$ cat config.mk
export PLATFORM = sky130hd
export DESIGN_NAME = datamem_pack_flat
export DESIGN_NICKNAME = d
export VERILOG_FILES = /design/src/rtl/datamem_pkg.sv /design/src/rtl/datamem_pack_if.sv /design/src/rtl/datamem_pack.sv /design/src/flat_wrapper.sv
export SDC_FILE = /design/constraint.sdc
export NUM_CORES = 1
export LEC_CHECK = 0
export ABC_AREA = 1
export CAP_MARGIN = 20
export CELL_PAD_IN_SITES_DETAIL_PLACEMENT = 1
export CELL_PAD_IN_SITES_GLOBAL_PLACEMENT = 2
export CORE_MARGIN = 2
export CORE_UTILIZATION = 31
export CTS_CLUSTER_SIZE = 12
export DETAILED_ROUTE_END_ITERATION = 10
export GPL_ROUTABILITY_DRIVEN = 0
export GPL_TIMING_DRIVEN = 0
export PLACE_DENSITY = 0.92
export SYNTH_ARGS = -nofsm -noshare
export SYNTH_HDL_FRONTEND = slang
export SYNTH_SLANG_ARGS = --single-unit
$ cat constraint.sdc
create_clock -name sys_clk -period 9.3 [get_ports sys_clk]
set_input_delay 1.86 -clock sys_clk [delete_from_list [all_inputs] [get_ports sys_clk]]
set_output_delay 1.86 -clock sys_clk [all_outputs]
set_load 0.02 [all_outputs]
$ cat src/rtl/datamem_pkg.sv
// Shared definitions for the dword-to-qword packer and the data memory it feeds.
package datamem_pkg;

    // Packer state: LOW = no dword held, HIGH = low dword waiting in the hold register.
    typedef enum logic {
        LOW  = 1'b0,
        HIGH = 1'b1
    } state_t;

    // Byte-enable patterns presented on the memory write port.
    localparam logic [7:0] WE_FULL = 8'hFF;
    localparam logic [7:0] WE_LOW  = 8'h0F;
    localparam logic [7:0] WE_NONE = 8'h00;

endpackage

$ cat src/rtl/datamem_pack_if.sv
// Inbound link-layer stream, consumer drain strobe and 64-bit memory write port.
interface datamem_pack_if #(
    parameter int depth = 6
);
    logic [31:0]      in_data;
    logic             in_valid;
    logic             in_last;
    logic             in_ready;
    logic             rd_done;
    logic [depth-1:0] mem_a;
    logic [7:0]       mem_we;
    logic [63:0]      mem_di;
    logic [depth:0]   level;
    logic             frame_done;

    // Link layer and read side: supplies dwords and drain pulses, observes the write port.
    modport master (
        output in_data, in_valid, in_last, rd_done,
        input  in_ready, mem_a, mem_we, mem_di, level, frame_done
    );

    // Packer: accepts dwords and drains, drives the memory write port.
    modport slave (
        input  in_data, in_valid, in_last, rd_done,
        output in_ready, mem_a, mem_we, mem_di, level, frame_done
    );
endinterface

$ cat src/rtl/datamem_pack.sv
// Packs pairs of inbound 32-bit dwords into 64-bit writes to a 2^depth-entry data
// memory, tracks how many written entries the consumer has not yet drained, and
// back-pressures the link layer when the memory would overflow.
module datamem_pack
    import datamem_pkg::*;
#(
    parameter int depth = 6
) (
    input  logic           sys_clk,
    input  logic           sys_rst,
    datamem_pack_if.slave  bus
);

    // Occupancy value at which the memory is full (2^depth), one bit wider than level.
    localparam logic [depth+1:0] FULL_COUNT = {2'b01, {depth{1'b0}}};

    state_t           state_q, state_d;
    logic [31:0]      hold_q;
    logic [depth-1:0] ptr_q;
    logic [depth:0]   level_q;
    logic [7:0]       we_q, we_d;
    logic [63:0]      di_q, di_d;
    logic             fd_q, fd_d;

    logic             xfer;
    logic             wr_busy;
    logic             drain;
    logic [depth+1:0] occupancy;

    // A write is in flight whenever the registered write port is active; it is not
    // yet counted in level, so it must be added before deciding whether there is room.
    assign wr_busy   = (we_q != WE_NONE);
    assign occupancy = {1'b0, level_q} + (depth+2)'(wr_busy);
    assign bus.in_ready = (occupancy < FULL_COUNT);
    assign xfer      = bus.in_valid & bus.in_ready;
    // A drain pulse against an empty memory has nothing to remove.
    assign drain     = bus.rd_done & (level_q != '0);

    // State register.
    always_ff @(posedge sys_clk or posedge sys_rst) begin
        // NOTE: sequential state uses non-blocking assignments so every register
        // samples pre-edge values, independent of process evaluation order.
        if (sys_rst) state_q <= LOW;
        else         state_q <= state_d;
    end

    // Next-state: a non-final dword in LOW is held; any transfer in HIGH completes the pair.
    always_comb begin
        // NOTE: defaulting every combinational output first guarantees no path
        // leaves it unassigned, so no latch is inferred.
        state_d = state_q;
        if (xfer) begin
            unique case (state_q)
                LOW:     if (!bus.in_last) state_d = HIGH;
                HIGH:    state_d = LOW;
                default: state_d = LOW;
            endcase
        end
    end

    // Write decode: which bytes, what data and whether this write closes a frame.
    always_comb begin
        we_d = WE_NONE;
        di_d = 64'h0;
        fd_d = 1'b0;
        if (xfer) begin
            unique case (state_q)
                LOW: begin
                    if (bus.in_last) begin
                        we_d = WE_LOW;
                        di_d = {32'h0, bus.in_data};
                        fd_d = 1'b1;
                    end
                end
                HIGH: begin
                    we_d = WE_FULL;
                    di_d = {bus.in_data, hold_q};
                    fd_d = bus.in_last;
                end
                default: begin
                    we_d = WE_NONE;
                end
            endcase
        end
    end

    // Hold register and registered write port, one cycle behind the accepting transfer.
    always_ff @(posedge sys_clk or posedge sys_rst) begin
        // NOTE: data registers are reset too so the memory port shows a known
        // value right after reset and a held half-pair cannot leak into a later write.
        if (sys_rst) begin
            hold_q <= 32'h0;
            we_q   <= WE_NONE;
            di_q   <= 64'h0;
            fd_q   <= 1'b0;
        end else begin
            if (xfer && (state_q == LOW) && !bus.in_last) hold_q <= bus.in_data;
            we_q <= we_d;
            di_q <= di_d;
            fd_q <= fd_d;
        end
    end

    // Write pointer: addresses the current write, then steps on, wrapping at 2^depth.
    always_ff @(posedge sys_clk or posedge sys_rst) begin
        if (sys_rst)      ptr_q <= '0;
        else if (wr_busy) ptr_q <= ptr_q + depth'(1);
    end

    // Committed-but-undrained entry count; a write and a drain together cancel.
    always_ff @(posedge sys_clk or posedge sys_rst) begin
        if (sys_rst) begin
            level_q <= '0;
        end else begin
            unique case ({wr_busy, drain})
                2'b10:   level_q <= level_q + (depth+1)'(1);
                2'b01:   level_q <= level_q - (depth+1)'(1);
                default: level_q <= level_q;
            endcase
        end
    end

    assign bus.mem_a      = ptr_q;
    assign bus.mem_we     = we_q;
    assign bus.mem_di     = di_q;
    assign bus.level      = level_q;
    assign bus.frame_done = fd_q;

endmodule

$ cat src/flat_wrapper.sv
// flat-port wrapper written by rule: the top's interface ports become plain ports
module datamem_pack_flat import datamem_pkg::*;
#(
    parameter int depth = 6
)
  (sys_clk, sys_rst, bus_in_data, bus_in_valid, bus_in_last, bus_rd_done, bus_in_ready, bus_mem_a, bus_mem_we, bus_mem_di, bus_level, bus_frame_done);
  datamem_pack_if #(.depth(depth)) bus_i ();
  input  logic sys_clk;
  input  logic sys_rst;
  input wire logic [$bits(bus_i.in_data)-1:0] bus_in_data;
  input wire logic [$bits(bus_i.in_valid)-1:0] bus_in_valid;
  input wire logic [$bits(bus_i.in_last)-1:0] bus_in_last;
  input wire logic [$bits(bus_i.rd_done)-1:0] bus_rd_done;
  output wire logic [$bits(bus_i.in_ready)-1:0] bus_in_ready;
  output wire logic [$bits(bus_i.mem_a)-1:0] bus_mem_a;
  output wire logic [$bits(bus_i.mem_we)-1:0] bus_mem_we;
  output wire logic [$bits(bus_i.mem_di)-1:0] bus_mem_di;
  output wire logic [$bits(bus_i.level)-1:0] bus_level;
  output wire logic [$bits(bus_i.frame_done)-1:0] bus_frame_done;
  assign bus_i.in_data = bus_in_data;
  assign bus_i.in_valid = bus_in_valid;
  assign bus_i.in_last = bus_in_last;
  assign bus_i.rd_done = bus_rd_done;
  assign bus_in_ready = bus_i.in_ready;
  assign bus_mem_a = bus_i.mem_a;
  assign bus_mem_we = bus_i.mem_we;
  assign bus_mem_di = bus_i.mem_di;
  assign bus_level = bus_i.level;
  assign bus_frame_done = bus_i.frame_done;
  datamem_pack #(.depth(depth)) u_core (.sys_clk(sys_clk), .sys_rst(sys_rst), .bus(bus_i));
endmodule
==> results of run 1 <==
[state kept, by name (all words and copies together) (netlist names)]
register and count:
u_core.bus.mem_we 2, u_core.bus.frame_done 1, u_core.bus.mem_di 64, u_core.bus.level 7, u_core.state_q 1, u_core.bus.mem_a 6, u_core.hold_q 32
[area by class of cell]
type / instances / area (um2) / share of cell area
sequential: 113 / 2830 / 0.408
multi-input combinational: 312 / 1490 / 0.215
timing repair buffer: 124 / 1260 / 0.182
clock buffer: 23 / 488 / 0.0705
tap: 188 / 235 / 0.0340
buffer: 33 / 220 / 0.0318
inverter: 53 / 201 / 0.0291
clock inverter: 9 / 200 / 0.0289
[how the worst max path moves through the flow]
stage / cells after the start / endpoint / slack (ps) / startpoint
after global placement: 2 / u_core.bus.mem_a[5] / 2920 / sys_rst
after CTS: 4 / bus_in_ready / 5340 / u_core.bus.mem_we[3]
after global routing: 4 / bus_in_ready / 5240 / u_core.bus.mem_we[3]
after detailed placement: 12 / u_core.bus.level[6] / 5310 / bus_rd_done
after floorplan: 1 / u_core.bus.frame_done / 4450 / sys_rst
final: 4 / bus_in_ready / 5390 / u_core.bus.mem_we[3]
[through the flow]
step / util / hold slack [ps] / area (um2) / setup WS (ps) / std cells
5_1_grt: 0.459 / 487 / 6920 / 5240 / 855
3_5_place_dp: 0.413 / 464 / 6230 / 5310 / 823
6_report: 0.459 / 479 / 6920 / 5390 / 855
2_1_floorplan: - / 444 / 4740 / 4450 / 511
4_1_cts: 0.459 / 478 / 6920 / 5340 / 855
3_3_place_gp: 0.411 / 456 / 6200 / 2920 / 822
[Yosys cell counts, types with 3 or more instances]
cell type / n
a21oi_1: 3
buf_2: 5
buf_4: 6
buf_6: 9
clkbuf_1: 13
dfrtp_1: 113
ha_1: 7
inv_1: 53
nand2_1: 128
nand3_1: 5
nor2_1: 44
nor3_1: 35
o21ai_0: 69
xnor2_1: 3
xor2_1: 3
[worst max-delay path: cells and delay by family, from the launching register on]
family / cells / cell delay (ps)
AND/OR/NAND/NOR: 2 / 320
buffers and inverters: 1 / 640
flip-flops: 1 / 470
AO/OA/AOI/OAI: 1 / 200
[routing by layer]
layer,part of all wire,wire length (um)
met5,0,0
met4,0.018,252
met3,0.069,983
met2,0.50,7230
met1,0.41,5860
[kinds of logic after synthesis]
| family | share of synthesized area |
|---|---|
| AOI/OAI and AO/OA | 0.0808 |
| xor gates and xnor gates | 0.0111 |
| buffers and inverters | 0.0885 |
| muxes | 0.00238 |
| and+or+nand+nor | 0.198 |
| adders and majority gates | 0.0227 |
| DFF | 0.597 |
[power by group]
group | switching [mW] | total, mW | internal [mW]
logic | 0.504 | 0.858 | 0.354
registers | 0.101 | 0.747 | 0.646
clock network | 0.219 | 0.750 | 0.530
total | 0.824 | 2.35 | 1.53
==> results.cfg, run 1 <==
[timing]
setup_tns_ps = 0
maxSlewViolCount = 0
skew_ps = 6.42
tightest_slew_ps = 605
slew_headroom = 0.596
min_period_over_period = 0.421
setup-violations-final = 0
layout_min_cycle_time_ps = 3910
max_freq_mhz = 256
hold_violations = 0
grt_setup_unrepaired = false

[logic_synthesis]
synth_area_um2 = 4740
synth-edff-count = 0
ys_async_sr_fraction = 1.00
ys_warn_count = 0
yosys.cell_types.count = 28
ys.flop_type = dfrtp_1
syn_inst = 511
syn-num-nets = 556
yosys.area.top_type = dfrtp_1
synth.top_cell.area_share = 0.597
syn_avg_cell_area_um2 = 9.27
yosysSeqAreaShare = 0.597
synth_seq_cells = 113
synth_area_leaders = dfrtp_1 60%, nand2_1 10%, o21ai_0 7.3%, inv_1 4.2%, nor3_1 3.7%

[grt]
met1_usage = 0.219
grt_pass1_wl_mm = 23.4
antenna_found_initial = 0
grtUsageMet3 = 0.0582
top_usage_layer = met2
grt_max_degree = 68
grt_usage = 0.189
grt.overflow.total = 0
met2_usage = 0.326
grt_pass1_vias = 4447

[cts]
clk_pin_slew_worst_paths_ps = 50
clkLatencyLatePin_ps = 410
numCtsBuffers = 17
cts_hold_buf = 0
root_buffer = clkbuf_16
cts_setup_buffers = 0
cts_resized = 0
ctsLongestPathBuffers = 2
clock-sinks = 113
cts_tree = done
cts_max_level = 4

[detailed_routing]
vias_per_cell = 4.72
post_drt_wl_per_cell_um = 16.8
totalWireLength_mm = 14.3
drc = 0
vias = 4038
first_pass_iters = 4
drtIter0Drc = 230
ant_nets = 0

[pwr]
irDropWorstVdd_uv = 155
p_per_area_nw_per_um2 = 340
power_mw = 2.35
leakage_nw = 3.33

[cells_and_area]
final_layout_size_suffix_gt1_frac = 0.0900
fin_nets = 699
layout_common_cells = 128 x nand2_1, 123 x clkdlybuf4s50_1, 113 x dfrtp_1, 69 x o21ai_0, 52 x inv_1
antenna_cells = 0
final_common_cell = nand2_1
fillers = 1710
area_delta_synth_final_pct = 46.1

[floorplanning]
core_um2 = 15100
start_util = 0.314
die_area_um2 = 16300
die_w_um = 128
io_pins = 124
num_rows = 45
die_h_um = 128

[setup_path]
cp_max_fo = 6
reg2reg_slack_ps = 7020
worst_path_max_delay_cell = clkdlybuf4s50_1
reg2reg_depth = 12
critPathLaunchType = register
arrival_ps = 2050
critPathKind = register to output port
r2r-start = u_core.bus.level[1]
crit_path_end_kind = output port
reg2reg_to = u_core.bus.level[6]
path_cells = nor2_4 -> nor2_2 -> a21oi_2 -> clkdlybuf4s50_1
max_stage_delay_ps = 640
cp.required_ps = 7440

[min_path]
hold_end = u_core.hold_q[22]
min_path_type = register to register
hp-start = u_core.hold_q[22]
min_path_cells = 2

[run_status]
status = complete, no violations

[placed_design]
portBuffers = 123
hpwl_mm = 10.0

[run]
cap_viol_max_count = 0
Power figures use the tool's default switching activity.
==> run 2, diff against run 1 <==
--- a/config.mk
+++ b/config.mk
@@ -10,12 +10,12 @@
 export CELL_PAD_IN_SITES_DETAIL_PLACEMENT = 1
 export CELL_PAD_IN_SITES_GLOBAL_PLACEMENT = 2
 export CORE_MARGIN = 2
-export CORE_UTILIZATION = 31
+export CORE_UTILIZATION = 29
 export CTS_CLUSTER_SIZE = 12
 export DETAILED_ROUTE_END_ITERATION = 10
 export GPL_ROUTABILITY_DRIVEN = 0
 export GPL_TIMING_DRIVEN = 0
-export PLACE_DENSITY = 0.92
+export PLACE_DENSITY = 0.88
 export SYNTH_ARGS = -nofsm -noshare
 export SYNTH_HDL_FRONTEND = slang
 export SYNTH_SLANG_ARGS = --single-unit
==> constraint.sdc (replaced) <==
create_clock -name sys_clk -period 3.9 [get_ports sys_clk]
set_input_delay 0.78 -clock sys_clk [delete_from_list [all_inputs] [get_ports sys_clk]]
set_output_delay 0.78 -clock sys_clk [all_outputs]
set_load 0.02 [all_outputs]
==> run 2 against run 1 <==
Against the previous run:
- critical path depth is the same
- register-to-register slack lost 5400 ps
- worst setup slack lost 4200 ps
- utilization shrank 2.9 points
- global-route usage shrank 2.0 points
- clock skew grew 3.6 ps
- clock power grew 100%
- sequential share of layout area grew 0.38 points
- combinational power grew 130%
- critical endpoint unchanged
- largest cell class unchanged
- largest power group unchanged
==> results.cfg, run 2 (synthesis results as in run 1) <==
[run_status]
status = complete, no violations

[detailed_routing]
first_pass_iters = 4
drc = 0
ant_nets = 0
post_drt_wl_per_cell_um = 15.9
drtIter0Drc = 108
totalWireLength_mm = 14.0
vias_per_cell = 4.49
vias = 3960

[timing]
post-route-worst-setup-slack_ps = 1160
max_freq_mhz = 366
min_period_over_period = 0.701
hold_ws_ps = 474
skew_ps = 10.0
slew_headroom = 0.631
hold_violations = 0
layout_min_cycle_time_ps = 2740
setup-violations-final = 0
grt_setup_unrepaired = false
maxSlewViolCount = 0
setup_tns_ps = 0
tightest_slew_ps = 553

[grt]
grt_usage = 0.169
grt.overflow.total = 0
grt_pass1_wl_mm = 23.0
antenna_found_initial = 0
grt_max_degree = 74
grt_pass1_vias = 4422

[placed_design]
place_ws_ps = 1060
placed_area_um2 = 6270
placed_cells = 851
hpwl_mm = 9.93
portBuffers = 123

[cts]
clock-sinks = 113
cts_hold_buf = 0
clkLatencyLatePin_ps = 410
ctsLongestPathBuffers = 2
cts_tree = done
cts_setup_buffers = 0
cts_max_level = 4
numCtsBuffers = 17
cts_resized = 0
clk_pin_slew_worst_paths_ps = 50
root_buffer = clkbuf_16

[setup_path]
cp_num_cells = 4
max_stage_delay_ps = 630
critPathKind = register to output port
reg2reg_depth = 12
cp_num_buf_inv = 1
crit_path_end_kind = output port
cp.required_ps = 3120
cp_top_family = buffers and inverters
cp_max_fo = 6
arrival_ps = 1960
path_cells = nor2_4 -> nor2_2 -> a21oi_2 -> clkdlybuf4s50_1
worst_path_max_delay_cell = clkdlybuf4s50_1
critPathLaunchType = register

[cells_and_area]
design_area_um2 = 6860
fin_nets = 699
fin_cells = 882
fin_util = 0.430
area_delta_synth_final_pct = 44.8
final_layout_size_suffix_gt1_frac = 0.0916
antenna_cells = 0
fillers = 1815
layout_common_cells = 128 x nand2_1, 123 x clkdlybuf4s50_1, 113 x dfrtp_1, 69 x o21ai_0, 52 x inv_1
final_common_cell = nand2_1
largest_reg_flops = 64

[floorplanning]
die_w_um = 132
core_um2 = 15900
start_util = 0.297
die_h_um = 132
io_pins = 124
num_rows = 46
die_area_um2 = 17400

[run]
cap_viol_max_count = 0

[min_path]
min_path_type = register to register
min_path_cells = 2

[pwr]
leakage_nw = 3.29
irDropWorstVdd_uv = 407
power_mw = 5.32
p_per_area_nw_per_um2 = 775
-- run 2: cell count changes in the layout (fill, tap and decap cells not counted) --
cell,previous run,this run
bufinv_16,6,2
clkbuf_1,15,13
clkinv_4,0,1
clkinv_2,1,5
-- run 2: tightest hold or removal path, cell delays in order (launching register included) --
cell     delay, ps
dfrtp_1        340
nand2_1         50
nand2_1         50
-- run 2: layout make-up --
type                            count  area, um2  share of cell area
Timing Repair Buffer              124       1260               0.184
Inverter                           53        201              0.0294
Clock inverter                     10        109              0.0159
Sequential cell                   113       2830               0.412
Multi-Input combinational cell    312       1490               0.217
Tap cell                          216        270              0.0394
Clock buffer                       21        480              0.0700
Buffer                             33        220              0.0321
-- run 2: power breakdown --
group	switching (mW)	internal, mW
logic	1.17	0.842
registers	0.230	1.54
clock network	0.536	0.998
-- run 2: final timing paths --
path | start | endpoint | slack (ps)
worst min register to register | u_core.hold_q[7] | u_core.hold_q[7] | 470
max in group asynchronous | sys_rst | u_core.bus.mem_di[4] | 2380
worst min-delay path | u_core.hold_q[7] | u_core.hold_q[7] | 470
worst max-delay path | u_core.bus.mem_we[3] | bus_in_ready | 1160
min in group asynchronous | sys_rst | u_core.bus.mem_di[54] | 780
worst max register to register | u_core.bus.level[0] | u_core.bus.level[6] | 1610
-- run 2: layer usage --
layer,track usage,vias up,wire length [um]
met5,0,-,0
met3,0.0400,13,494
met1,0.199,1980,6080
li1,-,1886,-
met4,0.0580,0,188
met2,0.302,81,7240
==> run 3, diff against run 2 <==
--- a/config.mk
+++ b/config.mk
@@ -10,12 +10,12 @@
 export CELL_PAD_IN_SITES_DETAIL_PLACEMENT = 1
 export CELL_PAD_IN_SITES_GLOBAL_PLACEMENT = 2
 export CORE_MARGIN = 2
-export CORE_UTILIZATION = 29
+export CORE_UTILIZATION = 26
 export CTS_CLUSTER_SIZE = 12
 export DETAILED_ROUTE_END_ITERATION = 10
 export GPL_ROUTABILITY_DRIVEN = 0
 export GPL_TIMING_DRIVEN = 0
-export PLACE_DENSITY = 0.88
+export PLACE_DENSITY = 0.83
 export SYNTH_ARGS = -nofsm -noshare
 export SYNTH_HDL_FRONTEND = slang
 export SYNTH_SLANG_ARGS = --single-unit
==> constraint.sdc (replaced) <==
create_clock -name sys_clk -period 2.4 [get_ports sys_clk]
set_input_delay 0.48 -clock sys_clk [delete_from_list [all_inputs] [get_ports sys_clk]]
set_output_delay 0.48 -clock sys_clk [all_outputs]
set_load 0.02 [all_outputs]
==> run 3 against run 2 <==
Against the previous run:
- worst setup slack got worse by 930 ps
- highest routed layer unchanged
- critical path depth did not move
- utilization fell by 4.2 points
- sequential cell count unchanged
- clock power rose by 82%
- sequential share of layout area is 0.56 points lower
- combinational power rose by 65%
- die area up 11%
- total power rose by 69%
- via count fell by 0.38%
- non-clock buffer count up 1
==> results.cfg, run 3 (synthesis results as in run 1) <==
[cts]
cts_tree = done
clkLatencyLatePin_ps = 420
clock-sinks = 113
cts_max_level = 4
cts_hold_buf = 0
cts_resized = 1
clk_pin_slew_worst_paths_ps = 50
root_buffer = clkbuf_16
numCtsBuffers = 17
cts_setup_buffers = 0
ctsLongestPathBuffers = 2

[run]
cap_viol_max_count = 0

[placed_design]
hpwl_mm = 10.1
portBuffers = 123

[setup_path]
crit_path_end_kind = output port
cp_top_family = flip-flops
critPathLaunchType = register
reg2reg_depth = 12
cp.required_ps = 1920
cp_max_fo = 6
max_stage_delay_ps = 450
r2r-start = u_core.bus.level[0]
reg2reg_to = u_core.bus.level[6]
critPathKind = register to output port
cp_num_buf_inv = 1
worst_path_max_delay_cell = dfrtp_1
reg2reg_slack_ps = 250
path_cells = nor2_4 -> nor2_2 -> a21oi_2 -> dlygate4sd2_1
arrival_ps = 1680

[pwr]
seqPwrFrac = 0.321
p_per_area_nw_per_um2 = 1290
power_frac_comb = 0.369
leakage_nw = 3.32
power.share.clock = 0.310
p_switching_mw = 3.20
irDropWorstVdd_uv = 548
p_int_mw = 5.77
swShare = 0.357

[grt]
grt_usage = 0.155
grt_pass1_vias = 4385
antenna_found_initial = 0
grt_pass1_wl_mm = 23.3
grt_max_degree = 45
grt.overflow.total = 0

[cells_and_area]
largest_reg_flops = 64
final_layout_size_suffix_gt1_frac = 0.0928
final_common_cell = nand2_1
antenna_cells = 0
area_delta_synth_final_pct = 46.7
layout_common_cells = 128 x nand2_1, 122 x clkdlybuf4s50_1, 113 x dfrtp_1, 69 x o21ai_0, 52 x inv_1
fin_util = 0.388
multi_input_area_um2 = 1500
fillers = 2049
register_area_um2 = 2830
fin_nets = 700

[timing]
hold_violations = 0
slew_headroom = 0.380
maxSlewViolCount = 0
max_freq_mhz = 462
setup-violations-final = 0
setup_tns_ps = 0
grt_setup_unrepaired = false
layout_min_cycle_time_ps = 2160
skew_ps = 16.2
hold_ws_ps = 471
tightest_slew_ps = 928
min_period_over_period = 0.901

[floorplanning]
io_pins = 124
die_h_um = 139
die_w_um = 139
num_rows = 49
core_um2 = 17900
die_area_um2 = 19300
start_util = 0.265

[detailed_routing]
vias = 3945
totalWireLength_mm = 14.4
vias_per_cell = 4.40
drc = 0
first_pass_iters = 4
drtIter0Drc = 154
ant_nets = 0
post_drt_wl_per_cell_um = 16.0

[min_path]
hold_end = u_core.hold_q[30]
min_path_type = register to register
min_path_cells = 2
hp-start = u_core.hold_q[30]

[run_status]
status = complete, no violations
[run 3: final cells by class]
class,instances,share of cell area
sequential,113,0.407
multi-input combinational,312,0.216
timing repair buffer,125,0.183
clock buffer,22,0.0668
tap,229,0.0412
buffer,33,0.0317
inverter,53,0.0292
clock inverter,10,0.0261
[run 3: worst min-delay path: cells and delay by family, from the launching register on]
family	cells	cell delay, ps
simple gates	2	100
flops	1	330
[run 3: power groups by stage]
stage | sequential, mW | clock [mW] | combinational, mW
CTS | 2.88 | 2.84 | 3.37
floorplan | 3.24 | 0 | 1.55
global route | 2.96 | 2.94 | 3.67
detailed placement | 2.91 | 0 | 3.35
finish | 2.88 | 2.78 | 3.31
global placement | 2.88 | 0 | 3.22
[run 3: worst max-delay path by stage]
stage | startpoint | endpoint | slack, ps | cells past startpoint
after global routing | u_core.bus.level[0] | u_core.bus.level[6] | 40 | 12
after detailed placement | bus_rd_done | u_core.bus.level[6] | -180 | 12
after CTS | u_core.bus.level[0] | u_core.bus.level[6] | 90 | 12
final | u_core.bus.mem_we[3] | bus_in_ready | 240 | 4
after floorplan | u_core.bus.level[1] | u_core.bus.level[6] | 360 | 12
after global placement | sys_rst | u_core.bus.level[3] | -530 | 2
[run 3: stage by stage]
| step | setup WS [ps] | total power, mW | area [um2] | std cells |
|---|---|---|---|---|
| 2_1_floorplan | 363 | 4.79 | 4740 | 511 |
| 3_3_place_gp | -530 | 6.09 | 6260 | 863 |
| 3_5_place_dp | -182 | 6.26 | 6300 | 865 |
| 4_1_cts | 86.5 | 9.10 | 6940 | 897 |
| 5_1_grt | 41.3 | 9.57 | 6950 | 897 |
| 6_report | 238 | 8.97 | 6950 | 897 |
[run 3: per-layer routing]
layer | global-route usage | share of wire
met1 | 0.192 | 0.45
met4 | 0.0494 | 0.011
met2 | 0.261 | 0.49
met5 | 0 | 0
met3 | 0.0452 | 0.051
